===== config.mk =====
export PLATFORM = sky130hd
export DESIGN_NAME = xbus_mcast_ctrl
export DESIGN_NICKNAME = d
export VERILOG_FILES = /design/src/rtl/xbus_mcast_ctrl.sv
export SDC_FILE = /design/constraint.sdc
export NUM_CORES = 1
export LEC_CHECK = 0
export CORE_MARGIN = 8
export CORE_UTILIZATION = 50
export CTS_BUF_LIST = sky130_fd_sc_hd__clkbuf_8
export CTS_CLUSTER_SIZE = 20
export DETAILED_ROUTE_END_ITERATION = 6
export DONT_BUFFER_PORTS = 1
export GPL_TIMING_DRIVEN = 0
export PLACE_DENSITY = 0.73
export SLEW_MARGIN = 20
export SYNTH_ARGS = -nofsm -noshare
export SYNTH_HDL_FRONTEND = slang
export SYNTH_HIERARCHICAL = 1
export SYNTH_SLANG_ARGS = --single-unit

===== constraint.sdc =====
create_clock -name clk -period 2.7 [get_ports clk]
set_clock_uncertainty 0.15 [all_clocks]
set_input_delay 0.54 -clock clk [delete_from_list [all_inputs] [get_ports clk]]
set_output_delay 0.54 -clock clk [all_outputs]
set_load 0.005 [all_outputs]

===== src/rtl/xbus_mcast_ctrl.sv =====
// Row-bus controller: flush-time row configuration, per-channel FIFOs, column multicast
// delivery with all-or-nothing valid/ready handshake towards the PE columns.

module xbus_mcast_chan #(
  parameter int W          = 16,
  parameter int NUM_COL    = 4,
  parameter int YW         = 2,
  parameter int XW         = 2,
  parameter int FIFO_DEPTH = 4
) (
  input  logic               clk,
  input  logic               rstn,
  input  logic               run,
  input  logic               flush,
  input  logic [YW-1:0]      row_id,
  input  logic               g2b_valid,
  input  logic [W-1:0]       g2b_data,
  input  logic [YW-1:0]      g2b_ytag,
  input  logic [XW-1:0]      g2b_xid,
  input  logic               g2b_xbcast,
  output logic               g2b_ready,
  output logic               b2m_valid,
  output logic [W-1:0]       b2m_data,
  output logic [NUM_COL-1:0] b2m_col_en,
  input  logic [NUM_COL-1:0] b2m_ready
);
  localparam int PW = $clog2(FIFO_DEPTH);
  localparam int CW = PW + 1;

  logic [W-1:0]       data_mem [FIFO_DEPTH];
  logic [NUM_COL-1:0] col_mem  [FIFO_DEPTH];
  logic [PW-1:0]      wr_ptr, rd_ptr;
  logic [CW-1:0]      count;
  logic               match, full, push, pop;
  logic [NUM_COL-1:0] col_en_in;

  // Out-of-range xid without broadcast yields an all-zero mask, which is dropped at the head.
  always_comb begin
    col_en_in = '0;
    for (int i = 0; i < NUM_COL; i++)
      col_en_in[i] = g2b_xbcast | (32'(g2b_xid) == i);
  end

  assign match      = g2b_valid && (g2b_ytag == row_id);
  assign full       = (count == CW'(FIFO_DEPTH));
  assign g2b_ready  = run && (!match || !full);
  assign push       = match && g2b_ready;
  assign b2m_valid  = (count != '0);
  assign pop        = b2m_valid && (&(~col_mem[rd_ptr] | b2m_ready));
  assign b2m_data   = b2m_valid ? data_mem[rd_ptr] : '0;
  assign b2m_col_en = b2m_valid ? col_mem[rd_ptr] : '0;

  always_ff @(posedge clk or negedge rstn) begin
    if (!rstn) begin
      wr_ptr <= '0;
      rd_ptr <= '0;
      count  <= '0;
    end else if (flush) begin
      wr_ptr <= '0;
      rd_ptr <= '0;
      count  <= '0;
    end else begin
      if (push) wr_ptr <= wr_ptr + 1'b1;
      if (pop)  rd_ptr <= rd_ptr + 1'b1;
      count <= count + CW'(push) - CW'(pop);
    end
  end

  always_ff @(posedge clk) begin
    if (push && !flush) begin
      data_mem[wr_ptr] <= g2b_data;
      col_mem[wr_ptr]  <= col_en_in;
    end
  end
endmodule

module xbus_mcast_ctrl #(
  parameter  int DATA_WIDTH = 16,
  parameter  int NUM_COL    = 4,
  parameter  int NUM_ROW    = 4,
  parameter  int FIFO_DEPTH = 4,
  localparam int YW = (NUM_ROW > 1) ? $clog2(NUM_ROW) : 1,
  localparam int XW = (NUM_COL > 1) ? $clog2(NUM_COL) : 1
) (
  input  logic                    clk,
  input  logic                    rstn,
  input  logic                    flush,
  input  logic [YW-1:0]           cfg_row_id,
  input  logic [7:0]              kernel_size,
  output logic                    rst_busy,
  output logic [7:0]              kernel_size_o,

  input  logic                    ifmap_g2b_valid,
  input  logic [DATA_WIDTH-1:0]   ifmap_g2b_data,
  input  logic [YW-1:0]           ifmap_g2b_ytag,
  input  logic [XW-1:0]           ifmap_g2b_xid,
  input  logic                    ifmap_g2b_xbcast,
  output logic                    ifmap_g2b_ready,
  output logic                    ifmap_b2m_valid,
  output logic [DATA_WIDTH-1:0]   ifmap_b2m_data,
  output logic [NUM_COL-1:0]      ifmap_b2m_col_en,
  input  logic [NUM_COL-1:0]      ifmap_b2m_ready,

  input  logic                    fltr_g2b_valid,
  input  logic [DATA_WIDTH-1:0]   fltr_g2b_data,
  input  logic [YW-1:0]           fltr_g2b_ytag,
  input  logic [XW-1:0]           fltr_g2b_xid,
  input  logic                    fltr_g2b_xbcast,
  output logic                    fltr_g2b_ready,
  output logic                    fltr_b2m_valid,
  output logic [DATA_WIDTH-1:0]   fltr_b2m_data,
  output logic [NUM_COL-1:0]      fltr_b2m_col_en,
  input  logic [NUM_COL-1:0]      fltr_b2m_ready,

  input  logic                    psum_g2b_valid,
  input  logic [2*DATA_WIDTH-1:0] psum_g2b_data,
  input  logic [YW-1:0]           psum_g2b_ytag,
  input  logic [XW-1:0]           psum_g2b_xid,
  input  logic                    psum_g2b_xbcast,
  output logic                    psum_g2b_ready,
  output logic                    psum_b2m_valid,
  output logic [2*DATA_WIDTH-1:0] psum_b2m_data,
  output logic [NUM_COL-1:0]      psum_b2m_col_en,
  input  logic [NUM_COL-1:0]      psum_b2m_ready
);
  typedef enum logic [1:0] {UNCFG, FLUSH, RUN} state_t;

  state_t        state;
  logic          flush_cnt;
  logic [YW-1:0] row_id_q;
  logic          run;

  // A flush in any state (re)enters FLUSH and restarts the two-cycle settle window.
  always_ff @(posedge clk or negedge rstn) begin
    if (!rstn) begin
      state         <= UNCFG;
      flush_cnt     <= 1'b0;
      rst_busy      <= 1'b1;
      row_id_q      <= '0;
      kernel_size_o <= '0;
    end else if (flush) begin
      state         <= FLUSH;
      flush_cnt     <= 1'b0;
      rst_busy      <= 1'b1;
      row_id_q      <= cfg_row_id;
      kernel_size_o <= kernel_size;
    end else if (state == FLUSH) begin
      flush_cnt <= 1'b1;
      if (flush_cnt) begin
        state    <= RUN;
        rst_busy <= 1'b0;
      end
    end
  end

  assign run = (state == RUN);

  xbus_mcast_chan #(.W(DATA_WIDTH), .NUM_COL(NUM_COL), .YW(YW), .XW(XW), .FIFO_DEPTH(FIFO_DEPTH))
  u_ifmap (
    .clk(clk), .rstn(rstn), .run(run), .flush(flush), .row_id(row_id_q),
    .g2b_valid(ifmap_g2b_valid), .g2b_data(ifmap_g2b_data), .g2b_ytag(ifmap_g2b_ytag),
    .g2b_xid(ifmap_g2b_xid), .g2b_xbcast(ifmap_g2b_xbcast), .g2b_ready(ifmap_g2b_ready),
    .b2m_valid(ifmap_b2m_valid), .b2m_data(ifmap_b2m_data), .b2m_col_en(ifmap_b2m_col_en),
    .b2m_ready(ifmap_b2m_ready)
  );

  xbus_mcast_chan #(.W(DATA_WIDTH), .NUM_COL(NUM_COL), .YW(YW), .XW(XW), .FIFO_DEPTH(FIFO_DEPTH))
  u_fltr (
    .clk(clk), .rstn(rstn), .run(run), .flush(flush), .row_id(row_id_q),
    .g2b_valid(fltr_g2b_valid), .g2b_data(fltr_g2b_data), .g2b_ytag(fltr_g2b_ytag),
    .g2b_xid(fltr_g2b_xid), .g2b_xbcast(fltr_g2b_xbcast), .g2b_ready(fltr_g2b_ready),
    .b2m_valid(fltr_b2m_valid), .b2m_data(fltr_b2m_data), .b2m_col_en(fltr_b2m_col_en),
    .b2m_ready(fltr_b2m_ready)
  );

  xbus_mcast_chan #(.W(2*DATA_WIDTH), .NUM_COL(NUM_COL), .YW(YW), .XW(XW), .FIFO_DEPTH(FIFO_DEPTH))
  u_psum (
    .clk(clk), .rstn(rstn), .run(run), .flush(flush), .row_id(row_id_q),
    .g2b_valid(psum_g2b_valid), .g2b_data(psum_g2b_data), .g2b_ytag(psum_g2b_ytag),
    .g2b_xid(psum_g2b_xid), .g2b_xbcast(psum_g2b_xbcast), .g2b_ready(psum_g2b_ready),
    .b2m_valid(psum_b2m_valid), .b2m_data(psum_b2m_data), .b2m_col_en(psum_b2m_col_en),
    .b2m_ready(psum_b2m_ready)
  );
endmodule


# --- Word level (Yosys, flattened, before mapping) ---
# Memory sizes are Yosys's and may differ from the RTL's.
# Cells that the tools add are included.
op_classes:
  addsub: 12
  eq_ne: 17
  muxes: 35
  bitwise: 18
  n_reduce_logical: 43
op_table:
  columns: ["op", "n"]
  rows:
  - ["$mux 16", 2]
  - ["$mux 32", 1]
  - ["$mux 2", 15]
  - ["$reduce_bool 2->1", 8]
  - ["$logic_and 1x1->1", 15]
  - ["$eq 2x2->1 const B", 7]
  - ["$add 2x1->2 const B", 6]
  - ["$mux 4", 3]
  - ["$not 4->4", 3]
  - ["$or 1x1->1", 12]
  - ["$or 4x4->4", 3]
  - ["$reduce_and 4->1", 3]
  - ["$mux 1", 11]
  - ["$add 3x1->3", 3]
  - ["$eq 3x3->1 const B", 3]
  - ["$mux 3", 3]
  - ["$reduce_bool 3->1", 3]
  - ["$sub 3x1->3", 3]
  - ["$eq 2x1->1 const B", 4]
  - ["$logic_not 1->1", 7]
  - ["$eq 2x2->1", 3]
  - ["$logic_not 2->1", 3]
  - ["$logic_or 1x1->1", 3]
  - ["$reduce_and 2->1", 1]
word_totals:
  register_bits: 35
  ramBits: 304
  input_bits: 107
  wordCells: 145
  n_memories: 6
memory_table:
  columns: ["name", "depth", "word_bits", "rd", "rd_clocked_by_memory_dff", "wr", "line", "rtl"]
  rows:
  - ["u_psum.data_mem", 4, 32, 1, 0, 1, "30", "logic [W-1:0] data_mem [FIFO_DEPTH];"]
  - ["u_fltr.data_mem", 4, 16, 1, 0, 1, "30", null]
  - ["u_ifmap.data_mem", 4, 16, 1, 0, 1, "30", null]
  - ["u_fltr.col_mem", 4, 4, 1, 0, 1, "31", "logic [NUM_COL-1:0] col_mem [FIFO_DEPTH];"]
  - ["u_ifmap.col_mem", 4, 4, 1, 0, 1, "31", null]
  - ["u_psum.col_mem", 4, 4, 1, 0, 1, "31", null]

# --- Logic depth before layout (Yosys ltp) ---
depth:
  ltp_word: 9
  mapped_depth: 12
  mapped_depth_nobuf: 11

# --- By module ---
# The synthesis kept the hierarchy.
modules_own_cells:
  columns: ["mod", "instances", "cells_per_inst", "area_each_um2", "seq_area_each_um2"]
  rows:
  - ["xbus_mcast_chan at u_fltr ...", 2, 196, 3629.7, 2577.5]
  - ["xbus_mcast_chan at u_psum", 1, 297, 6032.0, 4499.3]
  - ["xbus_mcast_ctrl", 1, 35, 559.3, 351.6]

# --- Worst setup path after synthesis ---
# Ideal clock, no wire load.
synth_path:
  kind: "register -> register"
  start: "reg u_psum.rd_ptr[0]"
  end: "reg u_psum.count[2]"
  setup_time_ns: 0.130
  arrival_time_ns: 2.533
  required_ns: 2.420
  slack_ns: -0.113
  stages_incl_launch_ff: 12
  path_buffers: 1
  period_less_slack_ns: 2.813
  path_cell_list: "dfrtp_1 > buf_6 > mux4_2 > a221o_1 > nor3_1 > ha_1 > inv_1 > ha_1 > inv_1 > fa_1 > xnor2_1 > nor2_1"
synth_between:
  elab_chain_len: 7
synth_rtl:
  columns: ["item", "line", "rtl"]
  rows:
  - ["from (decl)", "32", "logic [PW-1:0] wr_ptr, rd_ptr;"]
  - ["from (signal assigned)", "64", "if (pop) rd_ptr <= rd_ptr + 1'b1;"]
  - ["$mem_v2 4x4", null, null]
  - ["$not 4->4", "49", "assign pop = b2m_valid && (&(~col_mem[rd_ptr] | b2m_ready));"]
  - ["$or 4x4->4", "49", null]
  - ["$reduce_and 4->1", "49", null]
  - ["$logic_and 1x1->1", "49", null]
  - ["$sub 3x1->3", "65", "count <= count + CW'(push) - CW'(pop);"]
  - ["$mux 3", "58", "end else if (flush) begin"]
  - ["to (signal assigned)", "65", null]
  - ["to (decl)", "33", "logic [CW-1:0] count;"]
# Every way passes these cells.
# A chain may end at the register's enable or synchronous reset.

# --- Worst setup path in the final report ---
layout_path:
  start: "reg u_fltr.rd_ptr[0]"
  end: "reg u_fltr.count[1]"
layout_between:
  elab_chain_len: 7
layout_rtl:
  columns: ["item", "line"]
  rows:
  - ["from (decl)", "32"]
  - ["from (signal assigned)", "64"]
  - ["$mem_v2 4x4", null]
  - ["$not 4->4", "49"]
  - ["$or 4x4->4", "49"]
  - ["$reduce_and 4->1", "49"]
  - ["$logic_and 1x1->1", "49"]
  - ["$sub 3x1->3", "65"]
  - ["$mux 3", "58"]
  - ["to (signal assigned)", "65"]
  - ["to (decl)", "33"]
# Every way passes these cells.

==> reports/metrics.cfg <==
[cells_and_area]
final_common_cell = edfxtp_1
layout.nets = 1026
utilization_pct = 62.15
final_cell_mix = 304 x edfxtp_1, 79 x dlygate4sd3_1, 73 x mux4_2
drive_above_1_share_pct = 35.28
area_growth_pct = 23.64
diodes = 0
fin_cells = 1322

[timing]
layout_setup_ws_ns = -0.1970
setup_viol = 43
fmax_ghz = 0.3452
fin_crit_ns = 2.897
setup_tns_ns = -3.204
slew_headroom_pct = 48.25
tightest_slew_ns = 0.7746
final_max_slew_viol_count = 0
final.period_utilization_pct = 107.3
whs_ns = 0.05293
rsz0062_at_grt = yes
hold_violations = 0

[floorplanning]
die_y_microns = 182.4
ios = 198
start_util_pct = 50.27
die_area_sq_um = 33280
core_sq_um = 27550
rows = 61
die_width_microns = 182.4

[route]
first_pass_iters = 5
via_count = 7256
ant_nets = 0
drtIter0Drc = 402
drt-total-wl_microns = 29780
drc = 0
via_per_inst = 5.489
wire_per_inst_microns = 22.53

[synth]
syn-num-nets = 852
synth_area_leaders = edfxtp_1 66%, mux4_2 11%, dfrtp_1 6.1%, and2_1 3.8%, ha_1 1.6%
syn_area_sq_um = 13850
yosysTopAreaCellShare_pct = 65.91
syn_inst = 724
ys_ff_latch = 339
yosys_warnings = 6
yosysTopAreaCell = edfxtp_1
synth_cell_type_count = 43
syn_area_per_cell_sq_um = 19.13
seq_area_frac_synth_pct = 72.24

[power_and_ir_drop]
seq_power_share_pct = 44.0
power.leakage_nw = 5.995
p_switching_mw = 3.541
p_int_mw = 9.934
ir_drop_uv = 563.5
clock_power_share_pct = 31.5
powerDensity_nw_per_um2 = 786.9
p_sw_share_pct = 26.28
pwr-share-comb_pct = 24.5

[run_status]
status = finished with violations
violations = negative setup slack

[critical_path]
r2r_slack_ns = -0.20
start_kind = flop
r2r_start = u_fltr/rd_ptr[0]
reg2reg_depth = 10
crit_required_ns = 3.00
crit_fanout = 4
end_kind = flop
path_class = flop to flop
crit_arrival_ns = 3.19
reg2reg_to = u_fltr/count[1]

[worst_hold_path]
min_to = u_fltr/col_mem[1][1]
hold_path.class = primary input to flop
min_from = fltr_g2b_xbcast
worstHoldPathCells = 1

[run]
maxCapViolCount = 0

[grt]
antenna_found_initial = 0
grt_max_degree = 36
globalRoute.totalOverflow = 0
grt_pass1_wl_microns = 45250
grt_use_total_pct = 17.56
grt_pass1_vias = 8035

[cts]
numCtsBuffers = 54
clock_latency_ns = 0.58
clk_pin_slew_ns = 0.06
cts_max_level = 2
cts_tree = built
cts-root-buf = clkbuf_8
clock_sinks = 339
cts_buffer_depth = 3

[placed_design]
dp_hpwl_microns = 18700
placement.io_buffers = 0
gp_congestion = 0.7430
dp_cells = 1106

[per-stage QoR]
stage / total power [mW] / worst slack, ns / cell area (sq um)
CTS: 13.33 / -0.1950 / 16890
global route: 14.11 / -0.3154 / 17130
finish: 13.48 / -0.1970 / 17130
floorplan: 7.604 / -0.01311 / 13860
detailed placement: 8.171 / -0.4592 / 14420
global placement: 8.098 / -0.8550 / 14330
[synth_stat cells, drive strengths merged]
cell	count
a21o	8
a21oi	11
a221o	3
a221oi	3
a22o	3
a22oi	3
a41oi	3
and2	85
buf	16
clkbuf	14
dfrtp	34
dfstp	1
edfxtp	304
fa	3
ha	18
inv	31
mux2	19
mux2i	3
mux4	73
nand2b	5
nand3	3
nand3b	1
nand4	3
nand4b	3
nor2	16
nor2b	10
nor3	9
nor3b	3
o21ai	9
o21bai	6
or2	3
or3	3
or3b	3
xnor2	9
xor2	3
[power groups by stage]
stage	Sequential (mW)	Clock, mW	Combinational (mW)
final	5.93	4.25	3.30
after global placement	6.00	0	2.10
after CTS	5.92	4.37	3.04
after global routing	5.94	4.61	3.56
after floorplan	5.98	0	1.62
after detailed placement	6.01	0	2.16
[cells by family after synthesis]
group / Yosys count / share of synthesized area (%)
DFF: 339 / 72.24
AOI/OAI and AO/OA: 49 / 2.584
adders and majority gates: 21 / 2.060
and+or+nand+nor: 147 / 6.387
buffers and inverters: 61 / 2.014
xor gates and xnor gates: 12 / 0.7589
muxes: 95 / 13.96
[registers in the layout, indices dropped and copies added (netlist names), 3 cells and up]
| signal | cells |
|---|---|
| kernel_size_o | 8 |
| u_fltr/col_mem | 16 |
| u_fltr/count | 3 |
| u_fltr/data_mem | 64 |
| u_ifmap/col_mem | 16 |
| u_ifmap/count | 3 |
| u_ifmap/data_mem | 64 |
| u_psum/col_mem | 16 |
| u_psum/count | 3 |
| u_psum/data_mem | 128 |
[cell type report]
cell class	instances	area (sq um)
Inverter	31	116.4
Tap cell	378	473.0
Clock inverter	46	299.0
Multi-Input combinational cell	324	3829
Fill cell	1865	10430
Sequential cell	339	10010
Clock buffer	56	770.7
Timing Repair Buffer	119	1319
Buffer	29	310.3
[worst max-delay path, cell delays in order (launching register included)]
cell,delay [ns]
dfrtp_1,0.34
buf_6,0.13
mux4_2,0.54
a221o_1,0.38
nor3_2,0.15
ha_1,0.26
inv_1,0.07
ha_2,0.17
inv_2,0.04
fa_2,0.51
nor2_1,0.04
[worst max-delay path by stage]
| stage | to | start |
|---|---|---|
| final | u_fltr/count[1] | u_fltr/rd_ptr[0] |
| after global routing | u_fltr/count[2] | u_fltr/rd_ptr[0] |
| after CTS | u_fltr/count[1] | u_fltr/rd_ptr[0] |
| after detailed placement | u_fltr/count[1] | u_fltr/rd_ptr[1] |
| after global placement | u_psum/data_mem[1][26] | state[0] |
| after floorplan | u_psum/count[1] | u_psum/rd_ptr[0] |
[routing by layer]
layer | vias up | GRT usage [%] | routed length, microns
li1 | 3184 | - | -
met1 | 3747 | 19.43 | 10900
met2 | 264 | 31.48 | 15880
met3 | 61 | 5.329 | 2195
met4 | 0 | 6.527 | 807
met5 | - | 0 | 0
[what timing repair did]
item | in CTS | in global routing
hold buffers | 80 | 0
gates resized for setup | 130 | 41
pin swaps | 7 | 4
setup endpoints to repair | 337 | 167
setup buffers | 13 | 20
cloned | 4 | 2
hold endpoints to repair | 301 | 0
Power figures use the tool's default switching activity.
